--- src/rtl/ascii_operand_capture_if.sv ---
// Character input and captured-operand output bundle for ascii_operand_capture.
// The slave modport faces the capture block; the master modport faces whatever feeds it characters.
interface ascii_operand_capture_if;
    logic [6:0] char_in;
    logic       char_valid;
    logic [6:0] AD_A;
    logic [6:0] AU_A;
    logic [6:0] AD_B;
    logic [6:0] AU_B;
    logic       operands_valid;
    logic       err;
    logic [1:0] state;

    modport slave (
        input  char_in,
        input  char_valid,
        output AD_A,
        output AU_A,
        output AD_B,
        output AU_B,
        output operands_valid,
        output err,
        output state
    );

    modport master (
        output char_in,
        output char_valid,
        input  AD_A,
        input  AU_A,
        input  AD_B,
        input  AU_B,
        input  operands_valid,
        input  err,
        input  state
    );
endinterface

--- src/rtl/ascii_operand_capture.sv ---
// Captures two 0-99 ASCII operands typed as "<A>+<B>=" and presents them right-aligned.
// Optional feature: define BACKSPACE_EN to make 0x08 delete the last digit of the current operand.
module ascii_operand_capture (
    input  logic                          clk,
    input  logic                          rst_n,
    ascii_operand_capture_if.slave        bus
);
    typedef enum logic [1:0] {
        S_A    = 2'd0,
        S_B    = 2'd1,
        S_DONE = 2'd2
    } state_t;

    localparam logic [6:0] C_ZERO = 7'h30;
    localparam logic [6:0] C_NINE = 7'h39;
    localparam logic [6:0] C_PLUS = 7'h2B;
    localparam logic [6:0] C_EQ   = 7'h3D;
`ifdef BACKSPACE_EN
    localparam logic [6:0] C_BS   = 7'h08;
`endif

    state_t     r_state, w_state;
    logic [6:0] r_ad_a, w_ad_a, r_au_a, w_au_a;
    logic [6:0] r_ad_b, w_ad_b, r_au_b, w_au_b;
    logic [1:0] r_cnt_a, w_cnt_a, r_cnt_b, w_cnt_b;
    logic       r_err, w_err;
    logic       r_valid, w_valid;
    logic       w_is_digit;

    assign w_is_digit = (bus.char_in >= C_ZERO) && (bus.char_in <= C_NINE);

    always_ff @(posedge clk) begin
        if (!rst_n) begin
            r_state <= S_A;
            r_ad_a  <= C_ZERO;
            r_au_a  <= C_ZERO;
            r_ad_b  <= C_ZERO;
            r_au_b  <= C_ZERO;
            r_cnt_a <= '0;
            r_cnt_b <= '0;
            r_err   <= 1'b0;
            r_valid <= 1'b0;
        end else begin
            r_state <= w_state;
            r_ad_a  <= w_ad_a;
            r_au_a  <= w_au_a;
            r_ad_b  <= w_ad_b;
            r_au_b  <= w_au_b;
            r_cnt_a <= w_cnt_a;
            r_cnt_b <= w_cnt_b;
            r_err   <= w_err;
            r_valid <= w_valid;
        end
    end

    always_comb begin
        w_state = r_state;
        w_ad_a  = r_ad_a;
        w_au_a  = r_au_a;
        w_ad_b  = r_ad_b;
        w_au_b  = r_au_b;
        w_cnt_a = r_cnt_a;
        w_cnt_b = r_cnt_b;
        w_err   = r_err;
        w_valid = 1'b0;  // pulse lasts only the cycle after '=' is accepted

        if (bus.char_valid) begin
            unique case (r_state)
                S_A: begin
                    if (w_is_digit) begin
                        if (r_cnt_a < 2'd2) begin
                            w_ad_a  = r_au_a;
                            w_au_a  = bus.char_in;
                            w_cnt_a = r_cnt_a + 2'd1;
                        end else begin
                            w_err = 1'b1;
                        end
                    end else if (bus.char_in == C_PLUS) begin
                        if (r_cnt_a != 2'd0) w_state = S_B;
                        else                 w_err   = 1'b1;
                    end
`ifdef BACKSPACE_EN
                    else if (bus.char_in == C_BS) begin
                        if (r_cnt_a != 2'd0) begin
                            w_au_a  = r_ad_a;
                            w_ad_a  = C_ZERO;
                            w_cnt_a = r_cnt_a - 2'd1;
                        end
                    end
`endif
                    else begin
                        w_err = 1'b1;
                    end
                end

                S_B: begin
                    if (w_is_digit) begin
                        if (r_cnt_b < 2'd2) begin
                            w_ad_b  = r_au_b;
                            w_au_b  = bus.char_in;
                            w_cnt_b = r_cnt_b + 2'd1;
                        end else begin
                            w_err = 1'b1;
                        end
                    end else if (bus.char_in == C_EQ) begin
                        if (r_cnt_b != 2'd0) begin
                            w_state = S_DONE;
                            w_valid = 1'b1;
                        end else begin
                            w_err = 1'b1;
                        end
                    end
`ifdef BACKSPACE_EN
                    else if (bus.char_in == C_BS) begin
                        // Deleting past the first B digit steps back into A, which stays intact.
                        if (r_cnt_b != 2'd0) begin
                            w_au_b  = r_ad_b;
                            w_ad_b  = C_ZERO;
                            w_cnt_b = r_cnt_b - 2'd1;
                        end else begin
                            w_state = S_A;
                        end
                    end
`endif
                    else begin
                        w_err = 1'b1;
                    end
                end

                S_DONE: begin
                    // A digit here starts a new expression in the same edge.
                    if (w_is_digit) begin
                        w_ad_a  = C_ZERO;
                        w_au_a  = bus.char_in;
                        w_cnt_a = 2'd1;
                        w_ad_b  = C_ZERO;
                        w_au_b  = C_ZERO;
                        w_cnt_b = 2'd0;
                        w_err   = 1'b0;
                        w_state = S_A;
                    end
                end

                default: w_state = S_A;
            endcase
        end
    end

    assign bus.AD_A           = r_ad_a;
    assign bus.AU_A           = r_au_a;
    assign bus.AD_B           = r_ad_b;
    assign bus.AU_B           = r_au_b;
    assign bus.operands_valid = r_valid;
    assign bus.err            = r_err;
    assign bus.state          = r_state;
endmodule

--- src/flat_wrapper.sv ---
// flat-port wrapper written by rule: the top's interface ports become plain ports
module ascii_operand_capture_flat 
  (clk, rst_n, bus_char_in, bus_char_valid, bus_AD_A, bus_AU_A, bus_AD_B, bus_AU_B, bus_operands_valid, bus_err, bus_state);
  ascii_operand_capture_if bus_i ();
  input  logic clk;
  input  logic rst_n;
  input wire logic [$bits(bus_i.char_in)-1:0] bus_char_in;
  input wire logic [$bits(bus_i.char_valid)-1:0] bus_char_valid;
  output wire logic [$bits(bus_i.AD_A)-1:0] bus_AD_A;
  output wire logic [$bits(bus_i.AU_A)-1:0] bus_AU_A;
  output wire logic [$bits(bus_i.AD_B)-1:0] bus_AD_B;
  output wire logic [$bits(bus_i.AU_B)-1:0] bus_AU_B;
  output wire logic [$bits(bus_i.operands_valid)-1:0] bus_operands_valid;
  output wire logic [$bits(bus_i.err)-1:0] bus_err;
  output wire logic [$bits(bus_i.state)-1:0] bus_state;
  assign bus_i.char_in = bus_char_in;
  assign bus_i.char_valid = bus_char_valid;
  assign bus_AD_A = bus_i.AD_A;
  assign bus_AU_A = bus_i.AU_A;
  assign bus_AD_B = bus_i.AD_B;
  assign bus_AU_B = bus_i.AU_B;
  assign bus_operands_valid = bus_i.operands_valid;
  assign bus_err = bus_i.err;
  assign bus_state = bus_i.state;
  ascii_operand_capture u_core (.clk(clk), .rst_n(rst_n), .bus(bus_i));
endmodule
--- config.mk ---
export PLATFORM = sky130hd
export DESIGN_NAME = ascii_operand_capture_flat
export DESIGN_NICKNAME = d
export VERILOG_FILES = /design/src/rtl/ascii_operand_capture_if.sv /design/src/rtl/ascii_operand_capture.sv /design/src/flat_wrapper.sv
export SDC_FILE = /design/constraint.sdc
export NUM_CORES = 1
export LEC_CHECK = 0
export CELL_PAD_IN_SITES_DETAIL_PLACEMENT = 1
export CELL_PAD_IN_SITES_GLOBAL_PLACEMENT = 2
export CORE_AREA = 5 5 77 79
export CTS_CLUSTER_SIZE = 16
export DETAILED_ROUTE_END_ITERATION = 8
export DIE_AREA = 0 0 82 84
export PLACE_DENSITY = 0.79
export SYNTH_ARGS = -nofsm -noshare
export SYNTH_HDL_FRONTEND = slang
export SYNTH_SLANG_ARGS = --single-unit
export TNS_END_PERCENT = 10
--- constraint.sdc ---
create_clock -name clk -period 3.98 [get_ports clk]
set_input_delay 0.796 -clock clk [delete_from_list [all_inputs] [get_ports clk]]
set_output_delay 0.796 -clock clk [all_outputs]
set_load 0.02 [all_outputs]
# Yosys cells after proc, flatten, opt, wreduce, memory -nomap -nowiden
# Index checks and enable logic that the tools add are counted.
[classes] addsub=2 n_lt_le_gt_ge=4 n_eq_ne=19 n_mux=40 n_bitwise=4 reduce_logical=12
[op_table] operator="$mux W7" count=10
[op_table] operator="$pmux W7 S2" count=4
[op_table] operator="$mux W2" count=12
[op_table] operator="$ne A2 B1 Y1 const B" count=9
[op_table] operator="$eq A7 B6 Y1 const B" count=2
[op_table] operator="$mux W1" count=10
[op_table] operator="$reduce_and A5 Y1" count=2
[op_table] operator="$ne A4 B3 Y1 const B" count=2
[op_table] operator="$pmux W2 S2" count=2
[op_table] operator="$reduce_and A8 Y1" count=1
[op_table] operator="$reduce_bool A2 Y1" count=4
[op_table] operator="$ge A7 B6 Y1 const B" count=1
[op_table] operator="$le A7 B6 Y1 const B" count=1
[op_table] operator="$reduce_and A7 Y1" count=1
[op_table] operator="$ne A3 B3 Y1 const B" count=2
[op_table] operator="$pmux W2 S3" count=1
[op_table] operator="$reduce_or A5 Y1" count=1
[op_table] operator="$add A2 B1 Y2 const B" count=2
[op_table] operator="$lt A2 B2 Y1 const B" count=2
[op_table] operator="$ne A2 B2 Y1 const B" count=2
[op_table] operator="$not A1 Y1" count=4
[op_table] operator="$pmux W1 S3" count=1
[op_table] operator="$reduce_bool A3 Y1" count=1
[op_table] operator="$eq A2 B1 Y1 const B" count=1
[op_table] operator="other kinds (3)" count=3
[word_totals] regBits=36 input_bits=10 output_inout_bits=32 elab_cells=90

# Longest topological paths before layout
[depth] depth_word=5 mapped_depth=7 depth_no_buf=7

# Worst setup path before layout
# OpenSTA, ideal clock, no wires.
[synth_timing] path_type="input to register" from="in bus_char_in[1]" to="reg u_core.r_ad_a[0] (netlist: u_core.bus.AD_A[0])" setup_ns=0.118 arrival_ns=1.798 t_required_ns=3.862 setup_slack_ns=2.063 path_stages=7 n_path_buf=2 cell_sequence="o21ai_1 and3_1 buf_6 o2111ai_4 buf_6 a22oi_1 nor2b_1"
[synth_via] elab_chain_cells=4 elab_cells_between_ends=6 cone_classes="order compare: 2; eq/ne: 2; reduce/logical: 2"
[synth_rtl] element="start: declaration" line_no="flat_wrapper.sv:7" source="input wire logic [$bits(bus_i.char_in)-1:0] bus_char_in;"
[synth_rtl] element="$ge A7 B6 Y1 / $le A7 B6 Y1 (equally long branches)" line_no="ascii_operand_capture.sv:30" source="assign w_is_digit = (bus.char_in >= C_ZERO) && (bus.char_in <= C_NINE);"
[synth_rtl] element="$logic_and A1 B1 Y1 (*)" line_no="ascii_operand_capture.sv:30"
[synth_rtl] element="$ne A2 B1 Y1 (no source line)"
[synth_rtl] element="$reduce_and A5 Y1 (no source line) (*)"
[synth_rtl] element="end signal: assignment" line_no="ascii_operand_capture.sv:45" source="r_ad_a <= w_ad_a;"
[synth_rtl] element="end: declaration" line_no="ascii_operand_capture.sv:23" source="logic [6:0] r_ad_a, w_ad_a, r_au_a, w_au_a;"
# Mark *: on every way between the ends. The rest lies on a longest branch, timed or not.
# A chain may end at the register's enable or synchronous reset.

# Worst setup path in the final report
[layout_timing] from="in bus_char_in[2]" to="reg u_core.r_ad_a[4] (netlist: u_core.bus.AD_A[4])"
# The elaborated chain is that of the path after synthesis.

==> results.yml <==
place:
  io_buffers: 41
  place_congestion: 0.785
  dp_hpwl_um: 3090
  dp_cells: 262
  dp_slack_ps: 1080
synthesis:
  synth_warnings: 0
  seq_area_frac_synth_pct: 46.4
  ys_seq_elements: 36
  ys_types: 40
  syn-num-nets: 172
  syn_avg_cell_area_um2: 9.71
  syn_inst: 160
  netlist_area_mm2: 0.00155
pwr:
  p_seq_share_pct: 54.7
  netSwitchingPower_mw: 0.142
  leakage_nw: 0.744
  clkPwrFrac_pct: 39.6
  power.density_mw_per_mm2: 321
  comb_power_share_pct: 5.7
  p_int_mw: 0.522
  max-vdd-ir-drop_uv: 149
  switching_share_pct: 21.4
critical_path:
  crit_arrival_ps: 2730
  worstSetupPathType: "in -> reg"
  crit_start: "bus_char_in[2]"
  timing.critical_path.to: "u_core.bus.AD_A[4]"
  cp.required_ps: 4110
  r2r_slack_ps: 2030
  cp_max_fo: 9
  slowest_delay_ps: 540
  crit_path_end_kind: "flip-flop"
  timing.rr.start: "u_core.bus.state[1]"
  slowest_stage: "nor4b_4"
  timing.rr.end: "u_core.bus.AD_B[4]"
  path_buf_inv: 1
  crit_chain: "clkdlybuf4s50_1, o21ai_1, and3_1, nor4b_4, and2b_1, o21ai_2"
  worstSetupStartpointType: "input port"
  crit_family: "simple AND/OR/NAND/NOR gates"
  crit_cells: 6
  r2r_cells: 5
status:
  status: "complete, no violations"
clock_network:
  cts_buffers: 5
  ctsResizeCount: 0
  cts_tree: "built"
  clock-sinks: 36
  cts_hold_buf: 0
  postCtsSetupBuffers: 0
  clockBufferDepth: 2
  h-tree-depth: 2
  clock-root-buffer: "clkbuf_8"
  clk_pin_slew_ps: 70
  insertion_delay_ps: 280
grt:
  antenna_found_initial: 0
  grt.total_usage_pct: 12.5
  grt_pass1_wl_um: 6670
  grt_pass1_vias: 1398
  overflow: 0
  grt_max_degree: 37
sta:
  fin_hold_ws_ps: 464
  fin_crit_ps: 2600
  min_period_over_period_pct: 65.3
  setup_viol: 0
  slew_headroom_pct: 23.6
  hold_viol_final: 0
  drv_slew: 0
  worst_pin_slew_ps: 1140
  setup_slack_ps: 1380
  fmaxAchievable_mhz: 385
  rsz0062_at_grt: "no"
  tns_ps: 0
  clock-skew-final_ps: 5.01
route:
  ant_nets: 0
  wirelength_um: 4190
  drt_iter0_drc: 41
  drt-pass1-iter-count: 4
  vias: 1318
  drc: 0
  wire_per_inst_um: 15.5
  via_per_inst: 4.88
cells_and_area:
  final_cell_mix: "clkdlybuf4s50_1 (41), dfxtp_1 (36), nand2_1 (15)"
  fill_cells: 618
  diodes: 0
  finish.utilization_pct: 39.3
  layout-drive-gt1-share_pct: 7.58
  final_cells: 270
  syn_to_final_growth_pct: 33.3
  mostFrequentLayoutCell: "clkdlybuf4s50_1"
  nets: 209
floorplanning:
  die_w_um: 82
  start_util_pct: 29.5
  design.core.area_mm2: 0.00527
  fp-row-count: 27
  dieArea_mm2: 0.00689
  ios: 42
  die_y_um: 84
job:
  maxCapViolations: 0
worst_hold_path:
  holdCritPathClass: "reg -> reg"
per-layer routing:
metal	wire [um]	GRT usage, %
met2	2100	20.9
met1	1790	14.9
met5	0	0
met3	226	2.92
met4	68	5.59
worst reg2reg max path: stages, from the launching register on:
cell and delay (ps):
dfxtp_1 630, nor2b_1 300, or2_1 170, nand3_2 290, nor3_1 280, o21ai_0 100
cell families after synthesis:
group                      after synthesis  share of synthesized area (%)
adders and majority gates                2                           1.61
buffers and inverters                   16                           5.96
AOI/OAI and AO/OA                       31                           15.9
DFF                                     36                           46.4
muxes                                    4                           2.58
and+or+nand+nor                         71                           27.5
final cells by class:
cell class              instances  area [um2]  area share (%)
multi-input cells             108         741            35.8
flip-flops and latches         36         721            34.8
repair buffers                 41         410            19.8
clock buffers                   8        90.1            4.35
well taps                      72        90.1            4.35
inverters                       5        18.8           0.906
metrics by stage:
stage	power [mW]	area, um2
after global routing	0.692	2070
after detailed placement	0.409	1980
after global placement	0.408	1980
after CTS	0.673	2070
final	0.664	2070
after floorplan	0.391	1550
power by group through the flow:
| stage | sequential, mW | combinational, mW | clock (mW) |
|---|---|---|---|
| after CTS | 0.363 | 0.0382 | 0.271 |
| final | 0.363 | 0.0380 | 0.263 |
| after global placement | 0.371 | 0.0364 | 0 |
| after global routing | 0.363 | 0.0408 | 0.289 |
| after detailed placement | 0.371 | 0.0379 | 0 |
| after floorplan | 0.373 | 0.0185 | 0 |
cell usage after synthesis (all sizes together):
master | n | area share (%)
dfxtp | 36 | 46
nand2 | 15 | 3.6
nor2b | 15 | 7.0
nand3 | 13 | 4.5
a21boi | 11 | 5.3
buf | 8 | 4.0
a22oi | 6 | 2.9
nor2 | 6 | 1.4
o21ai | 6 | 2.4
and3 | 5 | 2.1
inv | 5 | 1.2
mux2i | 4 | 2.6
nand3b | 4 | 1.9
clkbuf | 3 | 0.72
nor3 | 3 | 0.97
and2b | 2 | 0.97
and4 | 2 | 1.1
ha | 2 | 1.6
o2111ai | 2 | 2.3
or2 | 2 | 0.81
a211oi | 1 | 0.48
a21oi | 1 | 0.32
a32oi | 1 | 0.56
and4b | 1 | 0.64
nor3b | 1 | 0.48
nor4 | 1 | 0.40
nor4b | 1 | 1.5
o211ai | 1 | 0.48
o21a | 1 | 0.48
o221a | 1 | 0.72
flip-flops by register name, indices dropped and copies added (netlist names):
name / cells
u_core.bus.AD_A: 7
u_core.bus.AD_B: 7
u_core.bus.AU_A: 7
u_core.bus.AU_B: 7
u_core.bus.state: 2
u_core.r_cnt_a: 2
u_core.r_cnt_b: 2
u_core.bus.err: 1
u_core.bus.operands_valid: 1
worst min-delay path by stage:
stage / from / endpoint / slack, ps / depth (start not counted)
2_1_floorplan: u_core.r_cnt_b[0] / u_core.r_cnt_b[0] / 430 / 2
3_3_place_gp: u_core.r_cnt_b[0] / u_core.r_cnt_b[0] / 440 / 2
3_5_place_dp: u_core.bus.AD_B[6] / u_core.bus.AD_B[6] / 460 / 2
4_1_cts: u_core.bus.AD_B[6] / u_core.bus.AD_B[6] / 470 / 2
5_1_grt: u_core.bus.AD_B[6] / u_core.bus.AD_B[6] / 490 / 2
6_report: u_core.bus.AD_B[6] / u_core.bus.AD_B[6] / 460 / 2
(Power assumes the default switching activity.)
